$ cat src/rtl/bcd_updown_counter_if.sv
// Control/status bundle for bcd_updown_counter: count controls and load data in,
// count value, its complement and terminal count out.
interface bcd_updown_counter_if;
  logic       EN;
  logic       UP;
  logic       LD;
  logic [3:0] DIN;
  logic [3:0] Q;
  logic [3:0] Qnot;
  logic       TC;

  modport master (
    output EN, UP, LD, DIN,
    input  Q, Qnot, TC
  );

  modport slave (
    input  EN, UP, LD, DIN,
    output Q, Qnot, TC
  );
endinterface

$ cat src/rtl/bcd_updown_counter.sv
// Modulo-N up/down counter (default BCD digit) with synchronous load, count enable
// and combinational terminal count for decade chaining.
module bcd_updown_counter #(
  parameter int MODULUS = 10
) (
  input logic                 C,
  input logic                 REnot,
  bcd_updown_counter_if.slave bus
);

  localparam logic [3:0] MAX_C = 4'(MODULUS - 1);

  logic [3:0] q_r;
  logic [3:0] qn_r;
  logic [3:0] d_s;
  logic       tc_s;

  // Count flops: true and complement outputs, both cleared asynchronously
  always_ff @(posedge C or negedge REnot) begin
    if (!REnot) begin
      q_r  <= 4'd0;
      qn_r <= 4'hF;
    end else begin
      q_r  <= d_s;
      qn_r <= ~d_s;
    end
  end

  // Next count: load beats enable; out-of-range load data is replaced by zero
  always_comb begin
    d_s = q_r;
    if (bus.LD) begin
      if (bus.DIN <= MAX_C) begin
        d_s = bus.DIN;
      end else begin
        d_s = 4'd0;
      end
    end else if (bus.EN) begin
      if (bus.UP) begin
        if (q_r == MAX_C) begin
          d_s = 4'd0;
        end else begin
          d_s = q_r + 4'd1;
        end
      end else begin
        if (q_r == 4'd0) begin
          d_s = MAX_C;
        end else begin
          d_s = q_r - 4'd1;
        end
      end
    end else begin
      d_s = q_r;
    end
  end

  // Terminal count follows EN/UP/Q without a register so decades chain in one cycle
  always_comb begin
    tc_s = 1'b0;
    if (bus.EN) begin
      if (bus.UP) begin
        tc_s = (q_r == MAX_C);
      end else begin
        tc_s = (q_r == 4'd0);
      end
    end else begin
      tc_s = 1'b0;
    end
  end

  assign bus.Q    = q_r;
  assign bus.Qnot = qn_r;
  assign bus.TC   = tc_s;

endmodule

$ cat src/flat_wrapper.sv
// flat-port wrapper written by rule: the top's interface ports become plain ports
module bcd_updown_counter_flat 
#(
  parameter int MODULUS = 10
)
  (C, REnot, bus_EN, bus_UP, bus_LD, bus_DIN, bus_Q, bus_Qnot, bus_TC);
  bcd_updown_counter_if bus_i ();
  input logic C;
  input logic REnot;
  input wire logic [$bits(bus_i.EN)-1:0] bus_EN;
  input wire logic [$bits(bus_i.UP)-1:0] bus_UP;
  input wire logic [$bits(bus_i.LD)-1:0] bus_LD;
  input wire logic [$bits(bus_i.DIN)-1:0] bus_DIN;
  output wire logic [$bits(bus_i.Q)-1:0] bus_Q;
  output wire logic [$bits(bus_i.Qnot)-1:0] bus_Qnot;
  output wire logic [$bits(bus_i.TC)-1:0] bus_TC;
  assign bus_i.EN = bus_EN;
  assign bus_i.UP = bus_UP;
  assign bus_i.LD = bus_LD;
  assign bus_i.DIN = bus_DIN;
  assign bus_Q = bus_i.Q;
  assign bus_Qnot = bus_i.Qnot;
  assign bus_TC = bus_i.TC;
  bcd_updown_counter #(.MODULUS(MODULUS)) u_core (.C(C), .REnot(REnot), .bus(bus_i));
endmodule
$ cat config.mk
export PLATFORM = sky130hd
export DESIGN_NAME = bcd_updown_counter_flat
export DESIGN_NICKNAME = d
export VERILOG_FILES = /design/src/rtl/bcd_updown_counter_if.sv /design/src/rtl/bcd_updown_counter.sv /design/src/flat_wrapper.sv
export SDC_FILE = /design/constraint.sdc
export NUM_CORES = 1
export LEC_CHECK = 0
export BUFFER_PORTS_ARGS = -buffer_cell sky130_fd_sc_hd__buf_4
export CORE_AREA = 10 10 47 49
export DETAILED_ROUTE_END_ITERATION = 8
export DIE_AREA = 0 0 57 59
export PLACE_DENSITY = 0.73
export SLEW_MARGIN = 20
export SYNTH_ARGS = -nofsm -noshare
export SYNTH_HDL_FRONTEND = slang
export SYNTH_SLANG_ARGS = --single-unit
$ cat constraint.sdc
create_clock -name C -period 2.6 [get_ports C]
set_input_delay 0 -clock C [delete_from_list [all_inputs] [get_ports C]]
set_output_delay 0 -clock C [all_outputs]
set_load 0.005 [all_outputs]
# Word level (Yosys, flattened, before mapping)
# Cells that the tools add are included.
# totals
inputBits,9
reg_bits,8
wordCells,16
out_inout_bits,9
# op_classes
muxes,8
n_lt_le_gt_ge,1
eq_ne,1
addsub,2
bitwise_logic,1
reduce_logical,1
# ops
operator,n
4-bit 2-to-1 mux,6
"4-bit by 1-bit adder with 4-bit output, second input constant",1
"4-bit equality test, second input constant",1
"4-bit <= comparator, second input constant",1
4-bit logical NOT,1
4-bit inverter,1
"4-bit by 1-bit subtractor with 4-bit output, second input constant",1
1-bit 2-to-1 mux,2

# Longest topological paths before layout
# logic_depth
word_depth,6
ltp_mapped,4

# Worst setup path after synthesis
# No wires, ideal clock.
# synth_path
path_type,register to register
startpoint,register u_core.q_r[0] (netlist: u_core.bus.Q[0])
endpoint,register (tool-made name)
path_buffers,1
synth_period_minus_slack_ps,1333
path_stages_with_launch,5
setup_time_ps,126
required_time_ps,2474
t_arrival_ps,1207
slack_ps,1267
path_cell_list,dfrtp_1 -> buf_6 -> and3_4 -> a2111o_1 -> o311a_1
# synth_lines
element,line,source
from (decl),bcd_updown_counter.sv:13,logic [3:0] q_r;
from (signal assigned),bcd_updown_counter.sv:24,q_r <= d_s;

# Final worst setup path
# layout_path
startpoint,register u_core.q_r[0] (netlist: u_core.bus.Q[0])
endpoint,output port bus_TC
# layout_via
elab_chain_cells,3
elab_cells_between_ends,4
cone_classes,1 x eq/ne; 2 x mux; 1 x reduce/logical
# layout_rtl
element,line,source
4-bit equality test or 4-bit logical NOT (tied branches),"bcd_updown_counter.sv:62, bcd_updown_counter.sv:64",
1-bit 2-to-1 mux *,bcd_updown_counter.sv:61,if (bus.UP) begin
1-bit 2-to-1 mux *,bcd_updown_counter.sv:60,if (bus.EN) begin
to (decl),flat_wrapper.sv:16,output wire logic [$bits(bus_i.TC)-1:0] bus_TC;
# Mark *: on every way between the ends. The rest lies on a longest branch, timed or not.

==> metrics.cfg <==
[timing]
drv_slew=0
setup_viol=0
timing.hold.ws_ns=0.0213
rsz0062_at_grt=false
finalHoldViolCount=0
clock_skew_ns=0.00128
fin_crit_sh_pct=59.5
worstMarginPinSlew_ns=0.384
maxSlewHeadroom_pct=74.4
fin_ws_ns=1.05
fmax_ghz=0.647
fin_crit_ns=1.55
fin_setup_tns_ns=0

[finish]
final_nets=81
n_antenna_cell=0
final_core_util_pct=47.1
layout_common_cells=buf_4, nand2_1, nor2_1, dfrtp_1, dfstp_2
final_common_cell=buf_4
final_layout_size_suffix_gt1_share_pct=38.6
syn_to_final_growth_pct=32.0

[global_route]
grt_pass1_wl_um=2170
grt_pass1_vias=511
antenna_found_initial=0
grt_util_all_layers_pct=7.99
grt_max_degree=14
grt_overflow_total=0

[clock_tree]
ctsResizeCount=0
post-cts-setup-buffers=0
clock_latency_ns=0.26
cts.sinks=8
cts_hold_buf=2
cts-root-buf=clkbuf_4
numCtsBuffers=3
path_clk_slew_ns=0.06
cts_max_level=1
clock_path_buffers=2
tritoncts=built

[critical_path]
end_kind=output port
cp.arrival_ns=1.55
path_max_fanout=11
crit_type=reg2out
crit_end=bus_TC
required_ns=2.60
critPathLaunch=u_core.bus.Q[0]
worstSetupStartpointType=register
reg2reg_from=u_core.bus.Q[0]
reg2reg_slack_ns=1.19
r2r.worst_path.cells=3

[floorplanning]
fp.coreArea_sq_um=1400
dieArea_sq_um=3360
die_x_um=57
start_util_pct=35.7
rows=14
fp.dieH_um=59
io_pins=18

[route]
drt_wl_total_um=1280
wire_per_inst_um=14.9
first_iter_violations=5
remaining_drc_errors=0
postRouteAntennaNets=0
firstDrtPassIters=4
routed_via_density=5.57
via_count=479

[yosys]
seq_area_frac_synth_pct=41.0
ys.flop_type=dfstp_2
avgSynthCellArea_sq_um=9.62
synth_cell_types=28
ys_ff_latch=8
synth_edf_count=0
syn-num-nets=61
synthArstFlopShare_pct=100
synth_top_area_share_pct=21.0
syn_inst=52
synth.cell_area_sq_um=500
synth_top_area_cell=dfstp_2
synth_area_leaders=dfstp_2, dfrtp_1, buf_6
synth.yosys.warnings=0

[job]
drv_cap=0

[place]
port_buffers=17
gp_congestion=0.775
pre_cts_slack_ns=1.21
dp_hpwl_um=968

[min_path]
hold_class=in2reg

[power]
p_leak_nw=0.293
ir_drop_uv=291
powerDensity_nw_per_um2=567

[outcome]
status=complete, no violations

layout make-up:
type                    count  area (sq um)
multi-input cells          38           258
flip-flops and latches      8           205
well taps                  16          20.0
repair buffers             19           148
clock buffers               3          22.5
fillers                   146           741
inverters                   2          7.51
cell families after synthesis:
logic type | count (synthesis) | share of synthesized area [%]
xor+xnor | 3 | 5.25
simple gates | 19 | 21.3
buf+inv | 6 | 7.50
compound gates | 16 | 25.0
flops | 8 | 41.0
synth_stat cells, drive strengths merged, types with 3 or more instances:
cell / instances
o21ai: 3
nor2: 4
dfrtp: 4
dfstp: 4
nand2: 4
routing by layer:
layer | track usage, % | vias to the layer above | share of wire, %
li1 | - | 231 | -
met1 | 8.31 | 231 | 43
met2 | 13.5 | 13 | 52
met3 | 2.79 | 4 | 3.5
met4 | 5.03 | 0 | 1.8
met5 | 0 | - | 0
report_power, final:
part / leakage (nW) / switching [mW] / total (mW) / internal, mW
Clock: 0.0138 / 0.0484 / 0.102 / 0.0532
Sequential: 0.0917 / 0.0241 / 0.171 / 0.147
Combinational: 0.187 / 0.0434 / 0.102 / 0.0586
Total: 0.293 / 0.116 / 0.375 / 0.259
critical path: stages, from the launching register on:
cell,delay [ns]
dfrtp_1,0.51
or3_2,0.49
a21oi_1,0.15
buf_4,0.12
worst min path at each step:
stage	cells after the start	end	from
final	2	u_core.bus.Qnot[2]	bus_LD
after floorplan	0	asynchronous set/reset pin	REnot
after CTS	2	u_core.bus.Qnot[2]	bus_LD
after global placement	1	u_core.bus.Q[2]	REnot
after global routing	2	u_core.bus.Qnot[2]	bus_LD
after detailed placement	1	u_core.bus.Q[2]	REnot
metrics by stage:
| step | std cells | power [mW] | instance area (sq um) |
|---|---|---|---|
| after floorplan | 52 | 0.227 | 500 |
| after global placement | 81 | 0.271 | 618 |
| after detailed placement | 81 | 0.273 | 618 |
| after CTS | 86 | 0.380 | 661 |
| after global routing | 86 | 0.398 | 661 |
| final | 86 | 0.375 | 661 |
Power figures use the tool's default switching activity.
